===== config.mk =====
export PLATFORM = sky130hd
export DESIGN_NAME = alu_arbiter
export DESIGN_NICKNAME = d
export VERILOG_FILES = /design/src/rtl/alu_arbiter.sv
export SDC_FILE = /design/constraint.sdc
export NUM_CORES = 1
export LEC_CHECK = 0
export BUFFER_PORTS_ARGS = -buffer_cell sky130_fd_sc_hd__buf_2
export CAP_MARGIN = 20
export CORE_AREA = 2 2 110 112
export CTS_BUF_LIST = sky130_fd_sc_hd__clkbuf_4 sky130_fd_sc_hd__clkbuf_8 sky130_fd_sc_hd__clkbuf_16
export DETAILED_ROUTE_END_ITERATION = 8
export DIE_AREA = 0 0 112 114
export GPL_TIMING_DRIVEN = 0
export PLACE_DENSITY = 0.76
export RECOVER_POWER = 50
export SLEW_MARGIN = 20
export SYNTH_ARGS = -nofsm -noshare
export SYNTH_HDL_FRONTEND = slang
export SYNTH_SLANG_ARGS = --single-unit

===== constraint.sdc =====
create_clock -name clk -period 2.15 [get_ports clk]
set_input_delay 0.215 -clock clk [delete_from_list [all_inputs] [get_ports clk]]
set_output_delay 0.215 -clock clk [all_outputs]
set_load 0.01 [all_outputs]

===== src/rtl/alu_arbiter.sv =====
// rtl/alu_arbiter.sv - two-requester round-robin front end for a shared combinational ALU
module alu_arbiter #(
    parameter int DATA_W = 32
) (
    input  logic              clk,
    input  logic              rst_n,
    input  logic [1:0]        req_valid,
    output logic [1:0]        req_ready,
    input  logic [3:0]        req0_op,
    input  logic [DATA_W-1:0] req0_a,
    input  logic [DATA_W-1:0] req0_b,
    input  logic [3:0]        req1_op,
    input  logic [DATA_W-1:0] req1_a,
    input  logic [DATA_W-1:0] req1_b,
    output logic [DATA_W-1:0] alu_a,
    output logic [DATA_W-1:0] alu_b,
    output logic [3:0]        alu_ctrl,
    input  logic [DATA_W-1:0] alu_result,
    input  logic              alu_zero,
    output logic              rsp_valid,
    input  logic              rsp_ready,
    output logic              rsp_id,
    output logic [DATA_W-1:0] rsp_result,
    output logic              rsp_zero,
    output logic              rsp_illegal,
    output logic              busy
);

    localparam logic [1:0] S_IDLE = 2'd0;
    localparam logic [1:0] S_EXEC = 2'd1;
    localparam logic [1:0] S_RESP = 2'd2;
    localparam logic [3:0] OP_MAX = 4'b1000;

    logic [1:0]        state;
    logic              prio;       // requester that wins when both are valid
    logic [3:0]        op_q;
    logic [DATA_W-1:0] a_q;
    logic [DATA_W-1:0] b_q;
    logic              id_q;
    logic [DATA_W-1:0] result_q;
    logic              zero_q;
    logic              illegal_q;
    logic [1:0]        grant;
    logic              handshake;

    // Gated by rst_n so req_ready reads 0 during reset regardless of req_valid.
    always_comb begin
        grant = 2'b00;
        if (rst_n && state == S_IDLE) begin
            case (req_valid)
                2'b01:   grant = 2'b01;
                2'b10:   grant = 2'b10;
                2'b11:   grant = prio ? 2'b10 : 2'b01;
                default: grant = 2'b00;
            endcase
        end
    end

    assign req_ready = grant;
    assign handshake = |(grant & req_valid);

    always_ff @(posedge clk or negedge rst_n) begin
        if (!rst_n) begin
            state     <= S_IDLE;
            prio      <= 1'b0;
            op_q      <= 4'd0;
            a_q       <= '0;
            b_q       <= '0;
            id_q      <= 1'b0;
            result_q  <= '0;
            zero_q    <= 1'b0;
            illegal_q <= 1'b0;
        end else begin
            case (state)
                S_IDLE: begin
                    if (handshake) begin
                        op_q  <= grant[1] ? req1_op : req0_op;
                        a_q   <= grant[1] ? req1_a  : req0_a;
                        b_q   <= grant[1] ? req1_b  : req0_b;
                        id_q  <= grant[1];
                        prio  <= ~grant[1];
                        state <= S_EXEC;
                    end
                end
                S_EXEC: begin
                    result_q  <= alu_result;
                    zero_q    <= alu_zero;
                    illegal_q <= (op_q > OP_MAX);
                    state     <= S_RESP;
                end
                S_RESP: begin
                    if (rsp_ready) begin
                        state <= S_IDLE;
                    end
                end
                default: state <= S_IDLE;
            endcase
        end
    end

    assign alu_a       = a_q;
    assign alu_b       = b_q;
    assign alu_ctrl    = op_q;
    assign rsp_valid   = (state == S_RESP);
    assign rsp_id      = id_q;
    assign rsp_result  = result_q;
    assign rsp_zero    = zero_q;
    assign rsp_illegal = illegal_q;
    assign busy        = (state != S_IDLE);

endmodule


==> results of run 1 <==
-- stage by stage --
step	instances	util, %
4_1_cts	808	58.0
3_3_place_gp	781	53.6
5_1_grt	808	56.7
2_1_floorplan	354	-
6_report	808	56.7
3_5_place_dp	782	53.9
-- metal layers --
| metal | vias to the layer above | share of wire (%) |
|---|---|---|
| li1 | 2016 | - |
| met1 | 2187 | 40 |
| met2 | 228 | 50 |
| met3 | 24 | 7.8 |
| met4 | 0 | 2.0 |
| met5 | - | 0 |
-- worst register-to-register path, delay by kind of cell (launching register included) --
| kind | cells | cell delay, ns |
|---|---|---|
| flip-flops | 1 | 0.43 |
| AND/OR/NAND/NOR | 1 | 0.28 |
| buffers and inverters | 3 | 0.60 |
| AO/OA/AOI/OAI | 2 | 0.46 |
-- cell usage in the layout (no fill, tap or decap), types with 2 or more instances in the layout --
cell type,instances
buf_2,242
clkbuf_1,70
buf_6,7
a221o_1,50
and3_1,2
dlygate4sd3_1,3
a21boi_0,50
buf_4,5
o21ai_0,2
o2bb2ai_1,18
inv_2,2
mux2_1,27
dfrtp_1,106
inv_8,2
mux2_2,6
buf_16,2
a31oi_1,18
clkinvlp_4,2
nand2_1,3
o311ai_1,10
nand2b_1,2
a21o_1,2
clkbuf_16,9
clkbuf_2,3
o311ai_0,8
-- flip-flops by register name, summed over array words and instances, names as in the netlist --
| name | count |
|---|---|
| alu_ctrl | 4 |
| rsp_result | 32 |
| alu_b | 32 |
| rsp_id | 1 |
| prio | 1 |
| alu_a | 32 |
| rsp_zero | 1 |
| state | 2 |
| rsp_illegal | 1 |
-- worst paths after layout --
path | start | endpoint | slack, ns
min reg2reg | rsp_id | rsp_id | 0.48
max in group asynchronous | rst_n | alu_b[16] | 0.29
min in group asynchronous | rst_n | rsp_result[13] | 0.97
max | state[1] | req_ready[1] | 0.13
max reg2reg | state[1] | alu_b[17] | 0.28
min | alu_result[30] | rsp_result[30] | 0.08
-- layout make-up --
| type | count | area (um2) | area share [%] |
|---|---|---|---|
| tap | 147 | 184 | 2.77 |
| inverter | 3 | 11.3 | 0.169 |
| clock inverter | 7 | 85.1 | 1.28 |
| timing repair buffer | 292 | 1460 | 22.0 |
| sequential | 106 | 2650 | 39.9 |
| clock buffer | 9 | 225 | 3.39 |
| buffer | 40 | 226 | 3.41 |
| multi-input combinational | 204 | 1800 | 27.0 |
-- repair_timing --
action,CTS,global route
buffers inserted,3,1
pin swaps,0,1
hold endpoints to repair,45,0
gates resized for setup,2,0
cloned,1,0
endpoints found under the setup margin,6,2
hold buffers,6,0
-- power breakdown --
group          total [W]  switching [W]  internal (W)
registers        0.00345       0.000530       0.00292
logic            0.00332        0.00176       0.00156
clock network    0.00172       0.000795      0.000927
-- kinds of logic (layout without fill, tap and decap cells) --
logic type | Yosys count | in the layout
and+or+nand+nor | 12 | 12
buffers and inverters | 44 | 351
muxes | 33 | 33
AOI/OAI and AO/OA | 159 | 159
DFF | 106 | 106
==> results.sh, run 1 <==
export IMPL_p_leak_nw=3.19
export IMPL_post_synth_top_count_cell="dfrtp_1"
export IMPL_setup_ws_ns=0.127
export IMPL_synth_compound_area_share_pct=28.5
export IMPL_ys_warn_count=0
export IMPL_layout_drive_gt1_share_pct=43.3
export IMPL_final_setup_viol_count=0
export IMPL_fmax_mhz=494
export IMPL_avgSynthCellArea_um2=13.3
export IMPL_placed_area_um2=6310
export IMPL_grt_use_met1_pct=29.6
export IMPL_end_kind="primary output"
export IMPL_pin_count=281
export IMPL_critical_path_class="reg -> out"
export IMPL_grt_pass1_wl_um=23700
export IMPL_cts_inserted_buffers=9
export IMPL_synth_seq_area_share_pct=56.5
export IMPL_synth_fp_nets=528
export IMPL_fin_tns_setup_ns=0
export IMPL_io_buffer_count=280
export IMPL_via_per_inst=5.51
export IMPL_synth_flop_cell="dfrtp_1"
export IMPL_synth_area_top_cells="dfrtp_1 57%, a221o_1 11%, a21boi_0 8.0%"
export IMPL_power_w=0.00850
export IMPL_top_usage_layer="met2"
export IMPL_critPathMostFrequentCell="buf_6"
export IMPL_cp_max_fo=10
export IMPL_maxCapViolations=0
export IMPL_initial_utilization_pct=40.1
export IMPL_drc=0
export IMPL_crit_buf_inv=4
export IMPL_drt_first_pass_iters=4
export IMPL_cts_sinks=106
export IMPL_synth_xor_area_share_pct=0
export IMPL_finalCritPeriodShare_pct=94.1
export IMPL_use_met2_pct=40.8
export IMPL_antenna_found_initial=0
export IMPL_clkLatencyLatePin_ns=0.34
export IMPL_worstPathCellList="nor3b_4 -> buf_4 -> and3_1 -> buf_6 -> buf_6 -> buf_2"
export IMPL_synthAdderAreaFrac_pct=0
export IMPL_grt_start_max_net_pins=46
export IMPL_hold_depth=2
export IMPL_drt_iter0_drc=331
export IMPL_area_growth_syn_to_layout_pct=41.6
export IMPL_synth_simple_gate_area_share_pct=1.87
export IMPL_vias=4455
export IMPL_synth_common_cells="106 x dfrtp_1, 50 x a21boi_0, 50 x a221o_1"
export IMPL_muxShareOfSynthArea_pct=7.92
export IMPL_grt_usage_pct=23.6
export IMPL_grt_ovfl_total=0
export IMPL_synthCells=354
export IMPL_nNetsFinal=830
export IMPL_cts_buffer_depth=2
export IMPL_rows=40
export IMPL_cpPeakStageDelay_ns=0.43
export IMPL_p_per_area_nw_per_um2=1280
export IMPL_finalMaxSlewViolations=0
export IMPL_yosys_area_top_type="dfrtp_1"
export IMPL_hp_class="in -> reg"
export IMPL_ys_ff_latch=106
export IMPL_antennaDiodeCount=0
export IMPL_crit_required_ns=1.93
export IMPL_netlist_area_um2=4690
export IMPL_fp_coreArea_um2=11700
export IMPL_cp_slowest_cell="dfrtp_1"
export IMPL_cts_tree="done"
export IMPL_fin_crit_ns=2.02
export IMPL_whs_ns=0.0762
export IMPL_place_congestion=0.860
export IMPL_place_hpwl_um=11300
export IMPL_ys_types=26
export IMPL_ir_drop_uv=726
export IMPL_r2r_worst_path_cells=6
export IMPL_worstSetupStartpointType="flop"
export IMPL_async_flop_share_pct=100
export IMPL_rsz0062_at_grt="no"
export IMPL_worst_endpoint_arrival_ns=1.81
export IMPL_hold_violations=0
export IMPL_cp_num_cells=6
export IMPL_synth_edf_count=0
export IMPL_synth_top_family_by_area="compound AO/OA/AOI/OAI gates"
export IMPL_nFillCells=1003
export IMPL_pre_cts_slack_ns=-0.455
export IMPL_final_cell_area_um2=6640
export IMPL_die_area_um2=12800
export IMPL_clock_skew_ns=0.00575
export IMPL_grt_pass1_vias=4462
export IMPL_routedWlPerCell_um=19.2
export IMPL_critPathTopFamily="buffers and inverters"
export IMPL_clk_pin_slew_ns=0.08
export IMPL_die_x_um=112
export IMPL_tightest_slew_ns=1.11
export IMPL_gr_usage_met3_pct=6.00
export IMPL_maxSlewHeadroom_pct=25.7
export IMPL_postRouteAntennaNets=0
export IMPL_outcome="finished, final reports clean"
export IMPL_yosysTopAreaCellShare_pct=56.5
export IMPL_cts_max_level=3
export IMPL_wl_um=15500
export IMPL_clockRootBuffer="clkbuf_16"
export IMPL_die_height_um=114
Note: power is estimated with default switching activity, not from simulation.
==> run 2: changes to the inputs <==
--- a/config.mk
+++ b/config.mk
@@ -14,6 +14,7 @@
 export GPL_TIMING_DRIVEN = 0
 export PLACE_DENSITY = 0.76
 export RECOVER_POWER = 50
+export SETUP_SLACK_MARGIN = 0.4
 export SLEW_MARGIN = 20
 export SYNTH_ARGS = -nofsm -noshare
 export SYNTH_HDL_FRONTEND = slang
==> constraint.sdc (replaced) <==
create_clock -name clk -period 2.15 [get_ports clk]
set_input_delay 0.1075 -clock clk [delete_from_list [all_inputs] [get_ports clk]]
set_output_delay 0.1075 -clock clk [all_outputs]
set_load 0.01 [all_outputs]
==> run 2 against run 1 <==
First-iteration DRC count up 33%. Via count up 15%. Maximum frequency up 11%. Routed wire length up 25%. Critical endpoint is now alu_a[17].
==> results.sh, run 2 (synthesis gave the netlist of run 1 again) <==
export IMPL_switching_share_pct=37.2
export IMPL_rows=40
export IMPL_p_comb_share_pct=41.6
export IMPL_routedWlPerCell_um=20.8
export IMPL_final_cell_mix="236 x buf_2, 114 x dlygate4sd3_1, 106 x dfrtp_1"
export IMPL_critPathTopFamily="buffers and inverters"
export IMPL_outcome="finished, final reports clean"
export IMPL_reg2reg_from="prio"
export IMPL_cts_buffer_depth=2
export IMPL_cts_inserted_buffers=9
export IMPL_maxSlewHeadroom_pct=55.2
export IMPL_hold_violations=0
export IMPL_grt_usage_pct=29.6
export IMPL_p_leak_nw=3.74
export IMPL_vias=5115
export IMPL_cp_slowest_cell="a221o_1"
export IMPL_final_setup_viol_count=0
export IMPL_drc=0
export IMPL_clk_pin_slew_ns=0.08
export IMPL_crit_required_ns=2.36
export IMPL_cts_sinks=106
export IMPL_hold_depth=2
export IMPL_reg2reg_to="alu_a[17]"
export IMPL_worstPathCellList="clkbuf_1 -> clkdlybuf4s25_1 -> buf_16 -> buf_16 -> nor3b_4 -> buf_4 -> and3_1 -> buf_6 -> buf_6 -> buf_8 -> a221o_1"
export IMPL_r2r_worst_path_cells=7
export IMPL_r2r_slack_ns=0.38
export IMPL_die_x_um=112
export IMPL_rsz0062_at_grt="yes"
export IMPL_die_area_um2=12800
export IMPL_seqPwrFrac_pct=39.2
export IMPL_drt_first_pass_iters=7
export IMPL_clkLatencyLatePin_ns=0.35
export IMPL_postRouteAntennaNets=0
export IMPL_wl_um=19300
export IMPL_whs_ns=0.00635
export IMPL_fin_cells=928
export IMPL_die_height_um=114
export IMPL_intPower_w=0.00563
export IMPL_pin_count=281
export IMPL_maxCapViolations=0
export IMPL_clock_skew_ns=0.00902
export IMPL_grt_start_max_net_pins=46
export IMPL_finalMaxSlewViolations=0
export IMPL_nFillCells=817
export IMPL_nNetsFinal=949
export IMPL_antenna_found_initial=0
export IMPL_p_per_area_nw_per_um2=1130
export IMPL_worst_endpoint_arrival_ns=2.04
export IMPL_io_buffer_count=280
export IMPL_wl_met1_um=7070
export IMPL_clockRootBuffer="clkbuf_16"
export IMPL_drt_iter0_drc=441
export IMPL_crit_buf_inv=8
export IMPL_worstSetupStartpointType="primary input"
export IMPL_hp_class="in -> reg"
export IMPL_fp_coreArea_um2=11700
export IMPL_grt_pass1_wl_um=29400
export IMPL_place_congestion=0.860
export IMPL_maxUsedRoutingLayer="met4"
export IMPL_ir_drop_uv=692
export IMPL_dp_cells=782
export IMPL_cp_max_fo=10
export IMPL_p_switching_w=0.00333
export IMPL_place_hpwl_um=11300
export IMPL_fin_tns_setup_ns=0
export IMPL_critical_path_class="in -> reg"
export IMPL_grt_pass1_vias=5488
export IMPL_min_from="req0_b[27]"
export IMPL_hold_end="alu_b[27]"
export IMPL_cpPeakStageDelay_ns=0.38
export IMPL_final_common_cell="buf_2"
export IMPL_end_kind="flop"
export IMPL_power_w=0.00896
export IMPL_grt_ovfl_total=0
export IMPL_via_per_inst=5.51
export IMPL_wl_met3_um=1520
export IMPL_layout_drive_gt1_share_pct=38.2
export IMPL_initial_utilization_pct=40.1
export IMPL_cts_tree="done"
export IMPL_finalCritPeriodShare_pct=84.8
export IMPL_area_growth_syn_to_layout_pct=69.1
export IMPL_route_met2_wl_um=9770
export IMPL_cts_max_level=3
export IMPL_fin_crit_ns=1.82
export IMPL_fmax_mhz=548
export IMPL_tightest_slew_ns=0.672
export IMPL_p_clk_share_pct=19.2
## run 2: changes by cell type in the layout (fill, tap and decap cells not counted), sizes merged
cell / change
clkdlybuf4s25: +1
diode: +1
dlygate4sd3: +111
clkbuf: -1
buf: +7
bufbuf: +1
## run 2: layer usage
layer / GRT usage [%] / up-vias
li1: - / 2256
met1: 33.3 / 2468
met2: 53.1 / 329
met3: 6.54 / 62
met4: 14.9 / 0
met5: 0 / -
## run 2: how the worst max path moves through the flow
stage	startpoint	endpoint	depth (start not counted)
floorplan	prio	alu_b[20]	6
global placement	rst_n	alu_b[25]	6
detailed placement	rst_n	alu_b[24]	7
CTS	state[0]	req_ready[1]	6
global route	rst_n	alu_b[24]	7
finish	rst_n	alu_a[17]	11
## run 2: timing repair
action	CTS	global route
setup endpoints to repair	73	59
gates cloned	1	0
pin swaps	2	4
buffers inserted	8	1
endpoints found under the hold margin	149	0
hold buffers	119	0
resized for setup	17	15
## run 2: metrics by stage
| stage | util (%) | setup WS (ns) | instance area [um2] |
|---|---|---|---|
| 4_1_cts | 68.5 | 0.349 | 8030 |
| 5_1_grt | 67.7 | 0.237 | 7930 |
| 3_5_place_dp | 53.9 | -0.347 | 6310 |
| 6_report | 67.7 | 0.326 | 7930 |
| 3_3_place_gp | 53.6 | -1.45 | 6280 |
| 2_1_floorplan | - | 0.619 | 4690 |
## run 2: power by group through the flow
stage          Combinational [W]  Sequential [W]  Clock (W)
2_1_floorplan            0.00140         0.00385          0
3_3_place_gp             0.00334         0.00341          0
3_5_place_dp             0.00344         0.00344          0
4_1_cts                  0.00372         0.00342    0.00175
5_1_grt                  0.00399         0.00360    0.00182
6_report                 0.00373         0.00351    0.00172
## run 2: area by class of cell
class                   count  area, um2  area share, %
diodes                      1       2.50         0.0316
multi-input cells         204       1800           22.7
well taps                 147        184           2.32
clock buffers               9        225           2.84
plain buffers              41        285           3.60
flip-flops and latches    106       2650           33.4
clock inverters             7       85.1           1.07
inverters                   3       11.3          0.142
repair buffers            410       2690           33.9
